## src/rtl/demux_pkg.sv

```systemverilog
// rtl/demux_pkg.sv - shared defaults and slot state encoding for the 1:2 demux
//
// Purpose : parameter defaults and the one-entry slot state type used by
//           demux_slot and demux1_2_reg.
// Ports   : none (package).

package demux_pkg;

  localparam int DEMUX_WIDTH = 8;
  localparam int DEMUX_CNT_W = 16;

  typedef enum logic {
    SLOT_EMPTY = 1'b0,
    SLOT_FULL  = 1'b1
  } slot_state_e;

endpackage : demux_pkg

```

## src/rtl/demux1_2_reg_if.sv

```systemverilog
// rtl/demux1_2_reg_if.sv - valid/ready word stream interface for the demux ports
//
// Purpose : one word stream (tvalid/tready/tdata) used for the input and for
//           each output channel of demux1_2_reg.
// Signals : tvalid - producer offers a word
//           tready - consumer takes the word when tvalid=1
//           tdata  - the word, WIDTH bits
// Modports: master (producer), slave (consumer).

interface demux1_2_reg_if
  import demux_pkg::*;
#(
  parameter int WIDTH = DEMUX_WIDTH
) ();

  logic             tvalid;
  logic             tready;
  logic [WIDTH-1:0] tdata;

  modport master (output tvalid, output tdata, input tready);
  modport slave  (input tvalid, input tdata, output tready);

endinterface : demux1_2_reg_if

```

## src/rtl/demux_slot.sv

```systemverilog
// rtl/demux_slot.sv - one-entry holding register with saturating transfer counter
//
// Purpose : holds one word for a demux output channel and counts completed
//           output transfers.
// Ports   : clk_i        - clock, rising edge
//           rst_ni       - asynchronous active-low reset
//           wr_en_i      - input transfer routed to this slot this cycle
//           wr_data_i    - word to capture on wr_en_i
//           out_m        - output stream (master)
//           clr_cnt_i    - synchronous counter clear, wins over increment
//           can_accept_o - slot can take a word this cycle (empty, or
//                          full and draining now)
//           cnt_o        - completed output transfers, saturating

module demux_slot
  import demux_pkg::*;
#(
  parameter int WIDTH = DEMUX_WIDTH,
  parameter int CNT_W = DEMUX_CNT_W
) (
  input  logic              clk_i,
  input  logic              rst_ni,
  input  logic              wr_en_i,
  input  logic [WIDTH-1:0]  wr_data_i,
  demux1_2_reg_if.master    out_m,
  input  logic              clr_cnt_i,
  output logic              can_accept_o,
  output logic [CNT_W-1:0]  cnt_o
);

  slot_state_e      state_q, state_d;
  logic [WIDTH-1:0] data_q;
  logic [CNT_W-1:0] cnt_q;
  logic             valid;
  logic             can_accept;
  logic             out_xfer;

  localparam logic [CNT_W-1:0] CNT_MAX = {CNT_W{1'b1}};
  localparam logic [CNT_W-1:0] CNT_ONE = {{(CNT_W-1){1'b0}}, 1'b1};

  assign out_xfer = valid & out_m.tready;

  // State register
  always_ff @(posedge clk_i or negedge rst_ni) begin
    if (!rst_ni) begin
      state_q <= SLOT_EMPTY;
    end else begin
      state_q <= state_d;
    end
  end

  // Next state: a write while draining keeps the slot full with the new word
  always_comb begin
    state_d = state_q;
    case (state_q)
      SLOT_EMPTY: if (wr_en_i) state_d = SLOT_FULL;
      SLOT_FULL:  if (out_xfer && !wr_en_i) state_d = SLOT_EMPTY;
      default:    state_d = SLOT_EMPTY;
    endcase
  end

  // Outputs
  always_comb begin
    valid      = 1'b0;
    can_accept = 1'b1;
    if (state_q == SLOT_FULL) begin
      valid      = 1'b1;
      can_accept = out_m.tready;
    end
  end

  // Data is only written on a transfer, so an empty slot keeps its last word
  always_ff @(posedge clk_i or negedge rst_ni) begin
    if (!rst_ni) begin
      data_q <= '0;
    end else if (wr_en_i) begin
      data_q <= wr_data_i;
    end
  end

  always_ff @(posedge clk_i or negedge rst_ni) begin
    if (!rst_ni) begin
      cnt_q <= '0;
    end else if (clr_cnt_i) begin
      cnt_q <= '0;
    end else if (out_xfer && (cnt_q != CNT_MAX)) begin
      cnt_q <= cnt_q + CNT_ONE;
    end
  end

  assign out_m.tvalid = valid;
  assign out_m.tdata  = data_q;
  assign can_accept_o = can_accept;
  assign cnt_o        = cnt_q;

endmodule : demux_slot

```

## src/rtl/demux1_2_reg.sv

```systemverilog
// rtl/demux1_2_reg.sv - registered 1:2 demultiplexer with per-channel counters
//
// Purpose : steers each accepted input word to channel A_1 (sel_i=1) or
//           B_0 (sel_i=0); each channel is a one-entry demux_slot.
// Ports   : clk_i     - clock, rising edge
//           rst_ni    - asynchronous active-low reset (release synchronous
//                       to clk_i, supplied by the surrounding design)
//           in_s      - input stream (slave)
//           sel_i     - route select, sampled with in_s.tdata
//           a_1_m     - channel A_1 output stream (master)
//           b_0_m     - channel B_0 output stream (master)
//           clr_cnt_i - synchronous clear of both counters
//           cnt_a_1_o - completed A_1 transfers, saturating
//           cnt_b_0_o - completed B_0 transfers, saturating

module demux1_2_reg
  import demux_pkg::*;
#(
  parameter int WIDTH = DEMUX_WIDTH,
  parameter int CNT_W = DEMUX_CNT_W
) (
  input  logic             clk_i,
  input  logic             rst_ni,
  demux1_2_reg_if.slave    in_s,
  input  logic             sel_i,
  demux1_2_reg_if.master   a_1_m,
  demux1_2_reg_if.master   b_0_m,
  input  logic             clr_cnt_i,
  output logic [CNT_W-1:0] cnt_a_1_o,
  output logic [CNT_W-1:0] cnt_b_0_o
);

  logic a_1_can_accept;
  logic b_0_can_accept;
  logic in_xfer;

  // Ready follows only the selected slot, so a stalled channel never blocks
  // words aimed at the other one; it does not look at tvalid.
  assign in_s.tready = sel_i ? a_1_can_accept : b_0_can_accept;
  assign in_xfer     = in_s.tvalid & in_s.tready;

  demux_slot #(
    .WIDTH (WIDTH),
    .CNT_W (CNT_W)
  ) u_slot_a_1 (
    .clk_i        (clk_i),
    .rst_ni       (rst_ni),
    .wr_en_i      (in_xfer & sel_i),
    .wr_data_i    (in_s.tdata),
    .out_m        (a_1_m),
    .clr_cnt_i    (clr_cnt_i),
    .can_accept_o (a_1_can_accept),
    .cnt_o        (cnt_a_1_o)
  );

  demux_slot #(
    .WIDTH (WIDTH),
    .CNT_W (CNT_W)
  ) u_slot_b_0 (
    .clk_i        (clk_i),
    .rst_ni       (rst_ni),
    .wr_en_i      (in_xfer & ~sel_i),
    .wr_data_i    (in_s.tdata),
    .out_m        (b_0_m),
    .clr_cnt_i    (clr_cnt_i),
    .can_accept_o (b_0_can_accept),
    .cnt_o        (cnt_b_0_o)
  );

endmodule : demux1_2_reg

```

## src/flat_wrapper.sv

```systemverilog
// flat-port wrapper written by rule: the top's interface ports become plain ports
module demux1_2_reg_flat import demux_pkg::*;
#(
  parameter int WIDTH = DEMUX_WIDTH,
  parameter int CNT_W = DEMUX_CNT_W
)
  (clk_i, rst_ni, sel_i, clr_cnt_i, cnt_a_1_o, cnt_b_0_o, in_s_tvalid, in_s_tdata, in_s_tready, a_1_m_tvalid, a_1_m_tdata, a_1_m_tready, b_0_m_tvalid, b_0_m_tdata, b_0_m_tready);
  demux1_2_reg_if #(.WIDTH(WIDTH)) in_s_i ();
  demux1_2_reg_if #(.WIDTH(WIDTH)) a_1_m_i ();
  demux1_2_reg_if #(.WIDTH(WIDTH)) b_0_m_i ();
  input  logic clk_i;
  input  logic rst_ni;
  input  logic sel_i;
  input  logic clr_cnt_i;
  output logic [CNT_W-1:0] cnt_a_1_o;
  output logic [CNT_W-1:0] cnt_b_0_o;
  input wire logic [$bits(in_s_i.tvalid)-1:0] in_s_tvalid;
  input wire logic [$bits(in_s_i.tdata)-1:0] in_s_tdata;
  output wire logic [$bits(in_s_i.tready)-1:0] in_s_tready;
  output wire logic [$bits(a_1_m_i.tvalid)-1:0] a_1_m_tvalid;
  output wire logic [$bits(a_1_m_i.tdata)-1:0] a_1_m_tdata;
  input wire logic [$bits(a_1_m_i.tready)-1:0] a_1_m_tready;
  output wire logic [$bits(b_0_m_i.tvalid)-1:0] b_0_m_tvalid;
  output wire logic [$bits(b_0_m_i.tdata)-1:0] b_0_m_tdata;
  input wire logic [$bits(b_0_m_i.tready)-1:0] b_0_m_tready;
  assign in_s_i.tvalid = in_s_tvalid;
  assign in_s_i.tdata = in_s_tdata;
  assign in_s_tready = in_s_i.tready;
  assign a_1_m_tvalid = a_1_m_i.tvalid;
  assign a_1_m_tdata = a_1_m_i.tdata;
  assign a_1_m_i.tready = a_1_m_tready;
  assign b_0_m_tvalid = b_0_m_i.tvalid;
  assign b_0_m_tdata = b_0_m_i.tdata;
  assign b_0_m_i.tready = b_0_m_tready;
  demux1_2_reg #(.WIDTH(WIDTH), .CNT_W(CNT_W)) u_core (.clk_i(clk_i), .rst_ni(rst_ni), .in_s(in_s_i), .sel_i(sel_i), .a_1_m(a_1_m_i), .b_0_m(b_0_m_i), .clr_cnt_i(clr_cnt_i), .cnt_a_1_o(cnt_a_1_o), .cnt_b_0_o(cnt_b_0_o));
endmodule
```

## config.mk

```make
export PLATFORM = sky130hd
export DESIGN_NAME = demux1_2_reg_flat
export DESIGN_NICKNAME = d
export VERILOG_FILES = /design/src/rtl/demux_pkg.sv /design/src/rtl/demux1_2_reg_if.sv /design/src/rtl/demux_slot.sv /design/src/rtl/demux1_2_reg.sv /design/src/flat_wrapper.sv
export SDC_FILE = /design/constraint.sdc
export NUM_CORES = 1
export LEC_CHECK = 0
export ABC_AREA = 1
export CAP_MARGIN = 20
export CORE_ASPECT_RATIO = 0.6
export CORE_MARGIN = 2
export CORE_UTILIZATION = 40
export CTS_CLUSTER_DIAMETER = 60
export CTS_CLUSTER_SIZE = 25
export DETAILED_ROUTE_END_ITERATION = 10
export PLACE_DENSITY = 0.69
export SYNTH_ARGS = -nofsm -noshare
export SYNTH_HDL_FRONTEND = slang
export SYNTH_SLANG_ARGS = --single-unit
```

## constraint.sdc

```tcl
create_clock -name clk_i -period 1.4 [get_ports clk_i]
set_input_delay 0.28 -clock clk_i [delete_from_list [all_inputs] [get_ports clk_i]]
set_output_delay 0.28 -clock clk_i [all_outputs]
set_load 0.02 [all_outputs]
```

; ---- Word-level counts from Yosys, hierarchy flattened
; Cells that the tools add are included.
[totals]
reg_bits = 50
in_bits = 15
wordCells = 41
[classes]
n_addsub = 2
eq_ne = 2
n_mux = 15
n_bitwise = 8
n_reduce_logical = 8
[ops]
columns = cell, n
row1 = 2-to-1 mux 16 bit, 4
row2 = "adder 16 x 1 -> 16 bit, second input constant", 2
row3 = "!= test 16 bit, second input constant", 2
row4 = 2-to-1 mux 1 bit, 9
row5 = AND 1 bit, 5
row6 = logical AND 1 bit, 4
row7 = one-hot mux 1 bit (2 select lines), 2
row8 = nonzero test 2 bit, 2
row9 = NOT 1 bit, 3
row10 = zero test 1 bit, 2

; ---- Logic depth before layout (Yosys ltp)
; Gate-level depths: netlist of run 1.
[logic_depth]
depth_word = 8
mapped_depth = 10
ltp_nobuf = 10

; ---- Modules after synthesis
; Synthesis of run 1 repeated with hierarchy kept, for this count alone.
[hier_totals]
hier_cells = 393
area_unflattened_um2 = 2791.4
[modules_own_cells]
columns = module, n_inst, cells_per_inst, area_per_inst_um2
row1 = demux_slot, 2, 193, 1380.1
row2 = demux1_2_reg, 1, 7, 31.3

; ---- Worst setup path after synthesis of run 1
; No wires, ideal clock.
[synth_timing]
kind = register to register
start = register u_core.u_slot_b_0.cnt_q[0], in the netlist u_core.u_slot_b_0.cnt_o[0]
end = register u_core.u_slot_b_0.cnt_q[14], in the netlist u_core.u_slot_b_0.cnt_o[14]
setup_time_ps = 65
arrival_ps = 1598
path_slack_ps = -264
path_stages_with_launch = 10
n_path_buf = 1
period_less_slack_ps = 1664
path_cell_list = dfrtp_1 ha_1 nand3_1 inv_2 nand2_2 nor2_4 nor2_4 buf_2 nand4_1 nand2_1
[synth_between]
elab_chain_cells = 3
word_cells_on_any_way = 6
classes_between = 1 x add/sub / 1 x eq/ne / 2 x mux / 2 x reduce/logical
[synth_rtl]
columns = item, line_no
row1 = from (decl), demux_slot.sv:33  ; logic [CNT_W-1:0] cnt_q;
row2 = from (signal assigned), demux_slot.sv:87  ; cnt_q <= cnt_q + CNT_ONE;
row3 = adder 16 x 1 -> 16 bit / != test 16 bit (equally long branches), "demux_slot.sv:87, demux_slot.sv:86"
row4 = 2-to-1 mux 16 bit / logical AND 1 bit (equally long branches), demux_slot.sv:86  ; end else if (out_xfer && (cnt_q != CNT_MAX)) begin
row5 = 2-to-1 mux 16 bit / nonzero test 2 bit (equally long branches), --
; Parallel ways exist; a longest one is shown, timed or not. The select of a mux whose other input is x is not followed.
; A chain may end at the register's enable or synchronous reset.

; ---- Worst setup path after layout of run 1
[layout_timing]
start = register u_core.u_slot_a_1.cnt_q[1], in the netlist u_core.u_slot_a_1.cnt_o[1]
end = register u_core.u_slot_a_1.cnt_q[0], in the netlist u_core.u_slot_a_1.cnt_o[0]
[layout_between]
elab_chain_cells = 3
[layout_rtl]
columns = item, line_no
row1 = from (decl), demux_slot.sv:33
row2 = from (signal assigned), demux_slot.sv:87
row3 = != test 16 bit, demux_slot.sv:86
row4 = logical AND 1 bit, demux_slot.sv:86
row5 = nonzero test 2 bit (no line), --
; No other way between the ends.

==> results of run 1 <==
registers in the layout, indices dropped and copies added, names as in the netlist:
register and cells:
u_core.u_slot_b_0.cnt_o 16, u_core.u_slot_a_1.out_m.tdata 8, u_core.u_slot_a_1.state_q 1, u_core.u_slot_b_0.out_m.tdata 8, u_core.u_slot_a_1.cnt_o 16, u_core.u_slot_b_0.state_q 1
cells by family after synthesis:
kind of cell / Yosys count / synth area share, %
AOI/OAI and AO/OA: 21 / 4.15
xor gates and xnor gates: 5 / 1.60
adders and majority gates: 2 / 0.912
buffers and inverters: 44 / 6.71
DFF: 50 / 45.6
and+or+nand+nor: 247 / 41.0
power groups by stage:
| stage | sequential (uW) | combinational (uW) | clock, uW |
|---|---|---|---|
| after global placement | 1610 | 634 | 0 |
| after floorplan | 1720 | 162 | 0 |
| after CTS | 1580 | 676 | 1410 |
| final | 1580 | 681 | 1390 |
| after global routing | 1580 | 735 | 1470 |
| after detailed placement | 1610 | 645 | 0 |
layout make-up:
cell class / instances / area share [%]
tap: 87 / 2.37
timing repair buffer: 164 / 29.7
inverter: 35 / 3.02
clock inverter: 3 / 0.979
clock buffer: 5 / 2.72
sequential: 50 / 27.5
multi-input combinational: 276 / 33.7
worst min-delay path, cell delays in order:
cell	delay, ns
dlymetal6s2s_1	0.10
inv_1	0.06
nand2_1	0.07
buf_4	0.10
nand2_1	0.04
cell usage in the layout (no fill, tap or decap), types with 6 or more instances in the layout:
| cell type | count |
|---|---|
| nand2_4 | 7 |
| nor2_1 | 24 |
| clkbuf_2 | 13 |
| nor2_4 | 10 |
| nand2_1 | 105 |
| dfrtp_1 | 39 |
| buf_6 | 15 |
| dlygate4sd2_1 | 23 |
| nand3_1 | 18 |
| clkdlybuf4s50_1 | 10 |
| buf_4 | 86 |
| nand2_2 | 32 |
| nor2_2 | 6 |
| o21ai_0 | 16 |
| nand4_1 | 29 |
| inv_1 | 31 |
| dfrtp_2 | 11 |
routing by layer:
metal / global-route usage, % / vias to the layer above / wire [um]
met3: 4.52 / 9 / 578
met5: 0 / - / 0
met4: 6.41 / 0 / 65
met2: 37.3 / 120 / 4150
met1: 34.7 / 1463 / 4370
li1: - / 1522 / -
repair_timing:
action                                 in CTS  in global routing
gates cloned                                2                  0
hold buffers                                1                  0
buffers inserted                           19                 13
endpoints found under the hold margin      12                  0
setup endpoints to repair                  81                 53
gates resized for setup                   115                 85
pin swaps                                  22                 52
through the flow:
stage | area, sq um | TNS [ns] | std cells | worst slack (ns)
after floorplan | 2830 | -2.54 | 369 | -0.116
after global placement | 4090 | -8.17 | 585 | -0.527
after detailed placement | 4090 | -9.52 | 585 | -0.544
after CTS | 4530 | -2.23 | 614 | -0.253
after global routing | 4600 | -5.34 | 620 | -0.257
final | 4600 | -2.62 | 620 | -0.164
worst min-delay path by stage:
stage               slack [ns]    startpoint                         end  cells after the start
floorplan                -0.02        rst_ni  u_core.u_slot_a_1.cnt_o[0]                      0
global placement          0.22        rst_ni  u_core.u_slot_a_1.cnt_o[4]                      1
detailed placement        0.23        rst_ni  u_core.u_slot_a_1.cnt_o[5]                      1
CTS                       0.45        rst_ni  u_core.u_slot_a_1.cnt_o[5]                      2
global route              0.43  b_0_m_tready   u_core.u_slot_b_0.state_q                      5
finish                    0.40  a_1_m_tready   u_core.u_slot_a_1.state_q                      5
==> flow_summary.ini, run 1 <==
[routing]
dr.pass1.iters = 7
via_count = 3114
vias_per_cell = 5.02
postRouteAntennaNets = 0
drc = 0
wl_um = 9160
first_iter_violations = 183
post_drt_wl_per_cell_um = 14.8

[clock_tree]
cts_buffer_depth = 2
clock_latency_ns = 0.29
cts_tree = done
htree_levels = 2
cts-root-buf = clkbuf_16
path_clk_slew_ns = 0.07
cts_buffers = 5
cts.sinks = 50

[layout]
seqCellArea_sq_um = 1260
n_fill_cell = 510
post-route-util_pct = 69.2
syn_to_final_growth_pct = 67.8
multi_input_area_sq_um = 1550
layout.nets = 549
drive_gt1_share_pct = 40.2
antennaDiodeCount = 0

[die]
die-height_um = 68.1
row_count = 23
dieArea_sq_um = 7560
core_sq_um = 6650
initial_core_util_pct = 41.3
pin_count = 66
fp.dieW_um = 111

[power_and_ir_drop]
power.internal_uw = 2670
p_sw_uw = 982
p_per_area_nw_per_um2 = 793
clock_power_share_pct = 38.2
power_uw = 3650
pwr-share-comb_pct = 18.7
p_leak_uw = 0.00248
p_seq_share_pct = 43.2
ir_drop_mv = 0.508
switching_share_pct = 26.9

[worst_setup_path]
critPathLaunchType = flip-flop
critical_path.endpoint = u_core.u_slot_a_1.cnt_o[0]
worstPathCellList = ha_4, nand2_4, nor2_4, nand2_4, nor2_4, nor2_4, nor2_4, buf_6, buf_12, nand2_4, nand2_2
r2r_slack_ns = -0.16
cp-end-kind = flip-flop
critPathTopFamily = simple AND/OR/NAND/NOR gates
crit_fanout = 6
r2r-end = u_core.u_slot_a_1.cnt_o[0]
required_ns = 1.62
slowest_stage = dfrtp_2
path_depth = 11
cpMostUsedCell = nor2_4
cp.arrival_ns = 1.79
cp_slowest_stage_delay_ns = 0.39
r2r_start = u_core.u_slot_a_1.cnt_o[1]
crit_type = reg -> reg
startpoint = u_core.u_slot_a_1.cnt_o[1]
cp_num_buf_inv = 2
worstRegToRegCells = 11

[global_routing]
track_usage_pct = 24.0
first_global_vias = 2898
gr-total-overflow = 0
grt_max_degree = 23
grt_pass1_wl_um = 14300
antenna_found_initial = 0

[place]
gp_congestion = 0.867
portBuffers = 65
dp_hpwl_um = 6020

[yosys]
synth_edf_count = 0
synth.yosys.seq_area_share_pct = 45.6
yosysWarnings = 0
synth_cell_type_count = 23
syn_avg_cell_area_sq_um = 7.43
synth-seq-cells = 50
synth_top_area_share_pct = 45.6
synthTopCellsByCount = nand2_1, dfrtp_1, inv_1
async_flop_share_pct = 100
synth_area_leaders = dfrtp_1, nand2_1, nand4_1
ys.flop_type = dfrtp_1
synth_nets = 386
yosysTopAreaCell = dfrtp_1
synth_most_common_cell = nand2_1
syn_inst = 369
syn_area_sq_um = 2740

[timing]
worst_slack_ns = -0.164
slew_viol_final = 0
setup_violations = 30
relSlewSlack_pct = 73.3
period_share_pct = 112
fin_hold_ws_ns = 0.401
fmax_mhz = 639
rsz0062_at_grt = yes
period_minus_slack_ns = 1.56
final_hold_viol_count = 0
fin_worst_skew_ns = 0.00369
worstMarginPinSlew_ns = 0.400

[status]
violations = setup timing
status = finished, violations left

[worst_hold_path]
hold_class = in -> reg

[run]
drv_cap = 0
Power figures use the tool's default switching activity.
==> run 2, diff against run 1 <==
--- a/config.mk
+++ b/config.mk
@@ -8,7 +8,6 @@
 export ABC_AREA = 1
 export CAP_MARGIN = 20
 export CORE_ASPECT_RATIO = 0.6
-export CORE_MARGIN = 2
 export CORE_UTILIZATION = 40
 export CTS_CLUSTER_DIAMETER = 60
 export CTS_CLUSTER_SIZE = 25
==> flow_summary.ini, run 2 (synthesis gave the netlist of run 1 again) <==
[status]
status = finished, violations left
violations = setup timing

[worst_setup_path]
critPathLaunchType = flip-flop
crit_type = reg -> reg
cp.arrival_ns = 1.78
r2r-end = u_core.u_slot_a_1.cnt_o[11]
cp-end-kind = flip-flop
r2r_start = u_core.u_slot_a_1.cnt_o[0]
startpoint = u_core.u_slot_a_1.cnt_o[0]
r2r_slack_ns = -0.15
worstRegToRegCells = 10
crit_fanout = 7
required_ns = 1.63

[layout]
syn_to_final_growth_pct = 68.3
final_common_cell = nand2_1
most-common-layout-cells = nand2_1, buf_4, dfrtp_1
final_cells = 612
n_fill_cell = 502
layout.nets = 544
post-route-util_pct = 72.6
seqCellArea_sq_um = 1270
multi_input_area_sq_um = 1620
antennaDiodeCount = 0
drive_gt1_share_pct = 41.9

[die]
dieArea_sq_um = 7200
pin_count = 66
core_sq_um = 6360
initial_core_util_pct = 43.1
fp.dieW_um = 109
die-height_um = 66.1
row_count = 22

[clock_tree]
htree_levels = 2
cts-root-buf = clkbuf_16
cts_tree = done
cts.sinks = 50
path_clk_slew_ns = 0.07
clock_latency_ns = 0.29
cts_buffer_depth = 2
cts_buffers = 5

[routing]
via_count = 3130
dr.pass1.iters = 5
first_iter_violations = 270
vias_per_cell = 5.11
wl_um = 9030
postRouteAntennaNets = 0
post_drt_wl_per_cell_um = 14.7
drc = 0

[power_and_ir_drop]
p_leak_uw = 0.00247
ir_drop_mv = 0.549
p_per_area_nw_per_um2 = 761

[global_routing]
gr-total-overflow = 0
first_global_vias = 2930
grt_max_degree = 51
track_usage_pct = 26.0
antenna_found_initial = 0
grt_pass1_wl_um = 14200

[timing]
final_hold_viol_count = 0
period_share_pct = 111
fmax_mhz = 645
period_minus_slack_ns = 1.55
relSlewSlack_pct = 78.6
worst_slack_ns = -0.150
worstMarginPinSlew_ns = 0.320
slew_viol_final = 0
setup_violations = 31
fin_worst_skew_ns = 0.00836
rsz0062_at_grt = yes

[worst_hold_path]
hold_class = in -> reg
hold_end = u_core.u_slot_a_1.state_q
hold_path_depth = 5
hold_start = a_1_m_tready

[place]
dp_hpwl_um = 6020
portBuffers = 65
dpl_worst_slack_ns = -0.601
gp_congestion = 0.977
dp.cells = 579

[run]
drv_cap = 0
## run 2: layer usage
metal / part of all wire, % / vias to the layer above / global-route usage (%)
met4: 0.72 / 0 / 4.90
met5: 0 / - / 0
met3: 7.2 / 8 / 4.24
met1: 47 / 1487 / 37.9
met2: 45 / 114 / 40.8
li1: - / 1521 / -
## run 2: worst max-delay path by stage
stage	to
after floorplan	u_core.u_slot_a_1.cnt_o[3]
after global placement	in_s_tready
after detailed placement	in_s_tready
after CTS	u_core.u_slot_a_1.cnt_o[8]
after global routing	u_core.u_slot_a_1.cnt_o[11]
final	u_core.u_slot_a_1.cnt_o[11]
## run 2: repair_timing
| item | CTS | global route |
|---|---|---|
| endpoints found under the hold margin | 50 | 0 |
| buffers inserted | 11 | 16 |
| hold buffers | 1 | 0 |
| endpoints found under the setup margin | 82 | 51 |
| gates cloned | 2 | 0 |
| pin swaps | 29 | 47 |
| resized for setup | 114 | 103 |
## run 2: where the power goes
part | internal [uW] | total [uW] | switching [uW]
Combinational | 273 | 651 | 378
Sequential | 1530 | 1580 | 49.3
Clock | 683 | 1280 | 599
## run 2: worst max-delay path: stages, from the launching register on
cell and delay, ns:
dfrtp_2 0.39, ha_4 0.15, nand2_4 0.06, nor2_4 0.16, nand2_4 0.07, nor2_4 0.14, nor2_4 0.07, nor2_4 0.15
clkbuf_16 0.19, nand2_2 0.05, nand2_1 0.06
## run 2: area by class of cell
type                    instances  area share [%]
flip-flops and latches         50            27.4
clock inverters                 3           0.623
multi-input cells             276            35.0
inverters                      35            3.01
clock buffers                   5            2.71
repair buffers                159            28.9
well taps                      84            2.28
## run 2: through the flow
step           setup TNS [ns]  instance area [sq um]  power [uW]  hold WS [ns]
2_1_floorplan           -2.54                   2830        1880       -0.0156
3_3_place_gp            -7.98                   4070        2230         0.294
3_5_place_dp            -8.37                   4070        2250         0.292
4_1_cts                 -1.42                   4370        3510         0.493
5_1_grt                 -4.61                   4620        3660         0.437
6_report                -2.50                   4620        3510         0.415
==> run 3, diff against run 2 <==
--- a/config.mk
+++ b/config.mk
@@ -8,11 +8,10 @@
 export ABC_AREA = 1
 export CAP_MARGIN = 20
 export CORE_ASPECT_RATIO = 0.6
-export CORE_UTILIZATION = 40
-export CTS_CLUSTER_DIAMETER = 60
+export CORE_UTILIZATION = 35
+export CTS_CLUSTER_DIAMETER = 100
 export CTS_CLUSTER_SIZE = 25
 export DETAILED_ROUTE_END_ITERATION = 10
-export PLACE_DENSITY = 0.69
 export SYNTH_ARGS = -nofsm -noshare
 export SYNTH_HDL_FRONTEND = slang
 export SYNTH_SLANG_ARGS = --single-unit
==> flow_summary.ini, run 3 (synthesis gave the netlist of run 1 again) <==
[timing]
setup_violations = 29
tns_ns = -1.34
final_hold_viol_count = 0
period_minus_slack_ns = 1.49
worstMarginPinSlew_ns = 0.339
fmax_mhz = 672
fin_hold_ws_ns = 0.392
period_share_pct = 106
worst_slack_ns = -0.0890
relSlewSlack_pct = 77.3
slew_viol_final = 0
fin_worst_skew_ns = 0.00526
rsz0062_at_grt = yes

[worst_setup_path]
crit_fanout = 6
cp-end-kind = flip-flop
critPathLaunchType = flip-flop
cp.arrival_ns = 1.72
r2r_start = u_core.u_slot_a_1.cnt_o[0]
r2r_slack_ns = -0.09
critPathTopFamily = simple AND/OR/NAND/NOR gates
worstRegToRegCells = 10
required_ns = 1.63
crit_type = reg -> reg
cpMostUsedCell = nor2_4
cp_num_buf_inv = 1
cp_slowest_stage_delay_ns = 0.38
slowest_stage = dfrtp_2
r2r-end = u_core.u_slot_a_1.cnt_o[11]
worstPathCellList = ha_4, nand2_4, nor2_4, nand2_4, nor2_4, nor2_4, nor2_4, buf_6, nand2_2, nand2_1

[clock_tree]
cts_tree = done
htree_levels = 2
cts_buffer_depth = 2
cts_buffers = 5
cts-root-buf = clkbuf_16
cts.sinks = 50
path_clk_slew_ns = 0.07
clock_latency_ns = 0.29

[global_routing]
use_met2_pct = 29.5
grtUsageMet3_pct = 3.68
antenna_found_initial = 0
grt.busiest_layer = met1
track_usage_pct = 21.6
first_global_vias = 2784
gr-total-overflow = 0
grtUsageMet1_pct = 35.0
grt_pass1_wl_um = 13600
grt_max_degree = 51

[place]
dp_hpwl_um = 5860
portBuffers = 65
gp_congestion = 0.840
placed_area_sq_um = 4150

[routing]
wl_um = 8390
post_drt_wl_per_cell_um = 13.2
dr.pass1.iters = 4
via_count = 2992
postRouteAntennaNets = 0
first_iter_violations = 204
drc = 0
vias_per_cell = 4.73

[layout]
antennaDiodeCount = 0
drive_gt1_share_pct = 37.4
post-route-util_pct = 61.1
fin_area_sq_um = 4530
syn_to_final_growth_pct = 65.1
most-common-layout-cells = nand2_1, buf_4, dfrtp_1
layout.nets = 545
n_fill_cell = 670
final_common_cell = nand2_1

[worst_hold_path]
hold_path_depth = 5
hold_start = b_0_m_tready
hold_class = in -> reg
hold_end = u_core.u_slot_b_0.state_q

[power_and_ir_drop]
switching_share_pct = 27.1
power.internal_uw = 2660
p_seq_share_pct = 43.2
ir_drop_mv = 0.517
p_per_area_nw_per_um2 = 805
p_leak_uw = 0.00244
p_sw_uw = 990
clock_power_share_pct = 39.3
pwr-share-comb_pct = 17.5

[die]
fp.dieW_um = 116
die-height_um = 70.6
core_sq_um = 7420
row_count = 24
pin_count = 66
dieArea_sq_um = 8210
initial_core_util_pct = 37.0

[status]
status = finished, violations left
violations = setup timing

[run]
drv_cap = 0
## run 3: cell types whose count changed in the layout (fill, tap and decap cells not counted), moves of 3 or more
| cell | previous run | this run |
|---|---|---|
| nand2_2 | 33 | 20 |
| nor2_1 | 19 | 23 |
| nor2_4 | 15 | 12 |
| buf_4 | 80 | 84 |
| nand2_4 | 8 | 5 |
| buf_2 | 6 | 12 |
| nand2_1 | 103 | 119 |
| clkbuf_2 | 13 | 8 |
## run 3: what timing repair did
| action | in CTS | in global routing |
|---|---|---|
| cloned | 1 | 0 |
| hold endpoints to repair | 50 | 0 |
| resized for setup | 111 | 67 |
| pin swaps | 28 | 39 |
| buffers inserted | 11 | 8 |
| hold buffers | 1 | 0 |
| endpoints found under the setup margin | 81 | 51 |
## run 3: layout make-up
class / instances / area [sq um] / share of cell area, %
clock inverters: 3 / 48.8 / 1.08
well taps: 104 / 130 / 2.87
inverters: 35 / 136 / 3.01
multi-input cells: 276 / 1520 / 33.6
flip-flops and latches: 50 / 1260 / 27.9
repair buffers: 160 / 1300 / 28.7
clock buffers: 5 / 125 / 2.76
## run 3: how the worst max path moves through the flow
stage               cells past startpoint                  startpoint                     endpoint
global route                           10  u_core.u_slot_a_1.cnt_o[0]   u_core.u_slot_a_1.cnt_o[0]
finish                                 10  u_core.u_slot_a_1.cnt_o[0]  u_core.u_slot_a_1.cnt_o[11]
floorplan                              10  u_core.u_slot_a_1.cnt_o[1]   u_core.u_slot_a_1.cnt_o[3]
CTS                                     6                b_0_m_tready                  in_s_tready
detailed placement                      6                b_0_m_tready                  in_s_tready
global placement                        6                b_0_m_tready                  in_s_tready
## run 3: through the flow
stage | cells | setup WS, ns | power, uW
finish | 633 | -0.0890 | 3650
CTS | 625 | -0.267 | 3680
global route | 633 | -0.184 | 3830
global placement | 606 | -0.523 | 2240
detailed placement | 606 | -0.560 | 2250
floorplan | 369 | -0.116 | 1880
## run 3: worst reg2reg max path: stages (launching register included)
cell and delay, ns:
dfrtp_2 0.38, ha_4 0.15, nand2_4 0.05, nor2_4 0.13
nand2_4 0.08, nor2_4 0.14, nor2_4 0.07, nor2_4 0.14
buf_6 0.17, nand2_2 0.05, nand2_1 0.06
## run 3: metal layers
metal	up-vias	part of all wire [%]	wire [um]
met5	-	0	0
met4	0	0.55	46
met3	6	5.0	418
met2	92	41	3430
met1	1385	54	4490
li1	1509	-	-
## run 3: power by group through the flow
stage | registers, uW | logic, uW | clock network (uW)
after floorplan | 1720 | 162 | 0
after global placement | 1600 | 639 | 0
after detailed placement | 1610 | 645 | 0
after CTS | 1580 | 635 | 1470
after global routing | 1590 | 693 | 1550
final | 1580 | 639 | 1430
